**src/rtl/clock_time_ctrl.sv**
```systemverilog
// Digital-clock sequencer: chained sec/min/hr counters with a RUN/SET_HR/SET_MIN mode FSM.
// Optional macro CLK_ADJ_DOWN_EN enables btn_down decrement of the selected field in SET modes.
module clock_time_ctrl #(
   parameter int SEC_MOD = 60,
   parameter int MIN_MOD = 60,
   parameter int HR_MOD  = 24
) (
   input  logic                       clk,
   input  logic                       reset_n,
   input  logic                       tick,
   input  logic                       btn_mode,
   input  logic                       btn_up,
   input  logic                       btn_down,
   output logic [$clog2(SEC_MOD)-1:0] sec,
   output logic [$clog2(MIN_MOD)-1:0] min,
   output logic [$clog2(HR_MOD)-1:0]  hr,
   output logic [1:0]                 mode,
   output logic                       day_pulse
);

   localparam int SEC_W = $clog2(SEC_MOD);
   localparam int MIN_W = $clog2(MIN_MOD);
   localparam int HR_W  = $clog2(HR_MOD);

   localparam logic [SEC_W-1:0] SEC_MAX = SEC_W'(SEC_MOD - 1);
   localparam logic [MIN_W-1:0] MIN_MAX = MIN_W'(MIN_MOD - 1);
   localparam logic [HR_W-1:0]  HR_MAX  = HR_W'(HR_MOD - 1);
   localparam logic [SEC_W-1:0] SEC_ONE = SEC_W'(1);
   localparam logic [MIN_W-1:0] MIN_ONE = MIN_W'(1);
   localparam logic [HR_W-1:0]  HR_ONE  = HR_W'(1);

   typedef enum logic [1:0] {
      RUN     = 2'b00,
      SET_HR  = 2'b01,
      SET_MIN = 2'b10
   } mode_t;

   mode_t             r_mode, w_mode_nxt;
   logic [SEC_W-1:0]  r_sec, w_sec_nxt;
   logic [MIN_W-1:0]  r_min, w_min_nxt;
   logic [HR_W-1:0]   r_hr, w_hr_nxt;
   logic              r_day, w_day_nxt;
   logic              w_up, w_dn;

   // btn_mode wins over adjust buttons; with down enabled, up+down together cancel
`ifdef CLK_ADJ_DOWN_EN
   assign w_up = btn_up & ~btn_down & ~btn_mode;
   assign w_dn = btn_down & ~btn_up & ~btn_mode;
`else
   logic w_unused_btn_down;
   assign w_unused_btn_down = btn_down;
   assign w_up = btn_up & ~btn_mode;
   assign w_dn = 1'b0;
`endif

   always_ff @(posedge clk or negedge reset_n) begin
      if (!reset_n) begin
         r_mode <= RUN;
         r_sec  <= '0;
         r_min  <= '0;
         r_hr   <= '0;
         r_day  <= 1'b0;
      end else begin
         r_mode <= w_mode_nxt;
         r_sec  <= w_sec_nxt;
         r_min  <= w_min_nxt;
         r_hr   <= w_hr_nxt;
         r_day  <= w_day_nxt;
      end
   end

   always_comb begin
      w_mode_nxt = r_mode;
      case (r_mode)
         RUN:     if (btn_mode) w_mode_nxt = SET_HR;
         SET_HR:  if (btn_mode) w_mode_nxt = SET_MIN;
         SET_MIN: if (btn_mode) w_mode_nxt = RUN;
         default: w_mode_nxt = RUN;
      endcase
   end

   // Datapath decisions use the current mode, so a tick alongside the RUN-exit press still counts
   always_comb begin
      w_sec_nxt = r_sec;
      w_min_nxt = r_min;
      w_hr_nxt  = r_hr;
      w_day_nxt = 1'b0;
      case (r_mode)
         RUN: begin
            if (tick) begin
               if (r_sec == SEC_MAX) begin
                  w_sec_nxt = '0;
                  if (r_min == MIN_MAX) begin
                     w_min_nxt = '0;
                     if (r_hr == HR_MAX) begin
                        w_hr_nxt  = '0;
                        w_day_nxt = 1'b1;
                     end else begin
                        w_hr_nxt = r_hr + HR_ONE;
                     end
                  end else begin
                     w_min_nxt = r_min + MIN_ONE;
                  end
               end else begin
                  w_sec_nxt = r_sec + SEC_ONE;
               end
            end
         end
         SET_HR: begin
            if (w_up)
               w_hr_nxt = (r_hr == HR_MAX) ? '0 : r_hr + HR_ONE;
            else if (w_dn)
               w_hr_nxt = (r_hr == '0) ? HR_MAX : r_hr - HR_ONE;
         end
         SET_MIN: begin
            if (btn_mode)
               w_sec_nxt = '0;
            else if (w_up)
               w_min_nxt = (r_min == MIN_MAX) ? '0 : r_min + MIN_ONE;
            else if (w_dn)
               w_min_nxt = (r_min == '0) ? MIN_MAX : r_min - MIN_ONE;
         end
         default: ;
      endcase
   end

   assign sec       = r_sec;
   assign min       = r_min;
   assign hr        = r_hr;
   assign mode      = r_mode;
   assign day_pulse = r_day;

endmodule

```
**config.mk**
```make
export PLATFORM = sky130hd
export DESIGN_NAME = clock_time_ctrl
export DESIGN_NICKNAME = d
export VERILOG_FILES = /design/src/rtl/clock_time_ctrl.sv
export SDC_FILE = /design/constraint.sdc
export NUM_CORES = 1
export LEC_CHECK = 0
export CAP_MARGIN = 20
export CORE_UTILIZATION = 40
export DETAILED_ROUTE_END_ITERATION = 6
export GPL_TIMING_DRIVEN = 0
export PLACE_DENSITY = 0.7
export SKIP_LAST_GASP = 1
export SYNTH_ARGS = -nofsm -noshare
export SYNTH_HDL_FRONTEND = slang
export SYNTH_SLANG_ARGS = --single-unit
export TNS_END_PERCENT = 30
```
**constraint.sdc**
```tcl
create_clock -name clk -period 3.9 [get_ports clk]
set_input_delay 0.975 -clock clk [delete_from_list [all_inputs] [get_ports clk]]
set_output_delay 0.975 -clock clk [all_outputs]
set_load 0.01 [all_outputs]
```
==> flow_summary_export.csv <==
group,metric,value,unit
detailed_routing,drcViolationCount,0,
timing,skew,2.703,ps
detailed_routing,drt_pass1_iterations,4,
timing,fin_crit_sh,62.00,%
critical_path,crit_path_start_kind,"input port",
detailed_routing,drt_iter0_markers,29,
logic_synthesis,synth_top_area_cell,"dfrtp_1",
finish,diodes,0,
flow_run,max-cap-violations,0,
status,status,"finished clean",
timing,period_minus_slack,2418,ps
clocking,clk_latency,300,ps
min_path,hold_class,"flip-flop to flip-flop",
floorplanning,pin_count,26,
detailed_routing,viasPerCell,5.623,
timing,worst_slew_pin_slew,895.2,ps
place,pre_cts_ws,1163,ps
timing,slew_violations,0,
place,portBuffers,24,
floorplanning,dieArea,0.003152,sq mm
grt,grt_max_degree,21,
clocking,cts_max_path_buffers,2,
clocking,cts_sinks,20,
grt,grt_pass1_wl,4.250,mm
power_and_ir_drop,max-vdd-ir-drop,484.7,uV
logic_synthesis,synth_top_area_share,42.69,%
place,hpwl,1.748,mm
logic_synthesis,synth_area,0.001172,sq mm
grt,grt_pass1_vias,913,
logic_synthesis,netlist_top_cells_area,"dfrtp_1, xnor2_1, o21ai_0, nand3b_4, ha_1",
timing,rsz0062_at_grt,"no",
floorplanning,initial_core_util,42.51,%
clocking,htree_levels,1,
logic_synthesis,syn-num-nets,117,
logic_synthesis,synth_seq_cells,20,
power_and_ir_drop,leakage,0.6730,nW
critical_path,cp-end-kind,"flip-flop",
power_and_ir_drop,power_density,658.6,mW/mm^2
grt,grt_overflow,0,
timing,finalHoldViolations,0,
logic_synthesis,avgSynthCellArea,10.86,sq um
logic_synthesis,synth_cell_types,40,
clocking,clkTransAtPathRegs,120,ps
finish,drive_above_1_share,12.50,%
timing,fmax,413.6,MHz
clocking,cts_setup_buffers,0,
finish,syn_to_final_growth,28.28,%
grt,antenna_found_initial,0,
detailed_routing,detail-route-antenna-nets,0,
critical_path,path_class,"input port to flip-flop",
floorplanning,core.rowCount,19,
critical_path,required,4100,ps
finish,fin_nets,146,
logic_synthesis,ys_seq_area_share,42.69,%
timing,setup_viol,0,
clocking,cts_made_buffers,3,
floorplanning,die_y,56.14,um
floorplanning,fp.dieW,56.14,um
clocking,cts_root_buf,"clkbuf_4",
floorplanning,coreArea,0.002758,sq mm
detailed_routing,wl_per_cell,14.46,um
grt,grt_usage,17.15,%
timing,tns,0,ps
logic_synthesis,yosysWarnings,0,
critical_path,crit_arrival,2620,ps
place,gp_congestion,0.7856,
clocking,cts-resized-gates,0,
detailed_routing,num_vias,939,
timing,worst_slack,1482,ps
clocking,postCtsHoldBufs,0,
critical_path,cp_max_fo,7,
timing,maxSlewHeadroom,40.13,%
detailed_routing,drt_wl_total,2.414,mm
clocking,cts_tree,"yes",
logic_synthesis,synthCells,108,
-- cell families after synthesis --
| kind of cell | synth area share, % |
|---|---|
| AOI/OAI and AO/OA | 12.59 |
| xor gates and xnor gates | 4.482 |
| adders and majority gates | 3.202 |
| buffers and inverters | 2.027 |
| DFF | 42.69 |
| muxes | 5.976 |
| and+or+nand+nor | 29.03 |
-- registers in the layout, indices dropped and copies added, names as in the netlist --
name and cells:
mode 2, day_pulse 1, hr 5, min 6, sec 6
-- worst max-delay path, cell delays in order --
cell             delay (ps)
clkdlybuf4s50_1         560
nand3_1                 170
o31a_1                  380
nor3b_2                 190
mux2_2                  340
-- power by group --
group	internal, mW	switching (mW)
Clock	0.104	0.0657
Combinational	0.252	0.203
Sequential	0.278	0.0870
Total	0.634	0.356
-- through the flow --
step                hold slack (ps)  power (mW)  util, %  area (sq um)  cells
global placement              531.5      0.8161    52.63          1451    163
global route                  591.2       1.066    54.54          1504    167
CTS                           560.0       1.005    54.54          1504    167
floorplan                     559.2      0.6193        -          1172    108
finish                        554.9      0.9905    54.54          1504    167
detailed placement            536.1      0.8282    52.63          1451    163
-- Yosys cell counts --
library cell,number
dfrtp_1,20
nor2_1,10
o21ai_0,10
xnor2_1,6
nand3_1,4
nor2b_1,4
nor3b_1,4
and3_1,3
ha_1,3
mux2_1,3
nor3_1,3
o21ai_1,3
a31oi_1,2
nand2_1,2
nand2b_1,2
nand3b_4,2
nand4b_1,2
o2111ai_1,2
o22a_1,2
a21o_1,1
and3b_2,1
and4_1,1
buf_2,1
buf_6,1
clkbuf_1,1
inv_1,1
mux2_2,1
mux2_4,1
mux2i_1,1
nand3b_1,1
nand4bb_1,1
nor2_2,1
nor3b_2,1
nor4_1,1
nor4_4,1
nor4b_4,1
o211ai_2,1
o22ai_1,1
o31a_1,1
or2_4,1
-- layer usage --
metal | vias to the layer above | GRT usage, % | routed length (um)
li1 | 463 | - | -
met1 | 450 | 24.18 | 1181
met2 | 22 | 27.04 | 1134
met3 | 4 | 2.093 | 73
met4 | 0 | 6.272 | 25
met5 | - | 0 | 0
-- layout make-up --
class / instances / area, sq um
fillers: 256 / 1254
multi-input cells: 84 / 648.1
flip-flops and latches: 20 / 500.5
repair buffers: 24 / 240.2
well taps: 31 / 38.79
clock inverters: 1 / 30.03
clock buffers: 3 / 22.52
plain buffers: 3 / 20.02
inverters: 1 / 3.754
-- cell usage in the layout, fill, tap and decap left out, drive strengths merged --
cell type	instances
a31oi	2
or2	1
buf	2
ha	3
nand4b	2
mux2	5
o22ai	1
and3	3
o211ai	1
and4	1
nor3b	5
and3b	1
nor2b	4
o22a	2
nor2	11
nand3	4
o2111ai	2
bufinv	1
mux2i	1
nand3b	3
dfrtp	20
a21o	1
nor3	3
nand4bb	1
clkdlybuf4s50	24
o31a	1
nor4b	1
nand2b	2
nand2	2
o21ai	13
nor4	2
xnor2	6
inv	1
clkbuf	4
-- final timing paths --
path	start	endpoint	slack (ps)	cells past startpoint
worst max register to register	sec[1]$_DFFE_PN0P_	min[2]$_DFFE_PN0P_	2080	5
min in group asynchronous	reset_n	mode[0]$_DFFE_PN0P_	1170	1
worst min-delay path	sec[0]$_DFFE_PN0P_	sec[0]$_DFFE_PN0P_	550	1
worst max-delay path	tick	min[2]$_DFFE_PN0P_	1480	5
worst min register to register	sec[0]$_DFFE_PN0P_	sec[0]$_DFFE_PN0P_	550	1
max in group asynchronous	reset_n	hr[4]$_DFFE_PN0P_	2190	1
No activity file was read; power rests on OpenSTA's default activity.
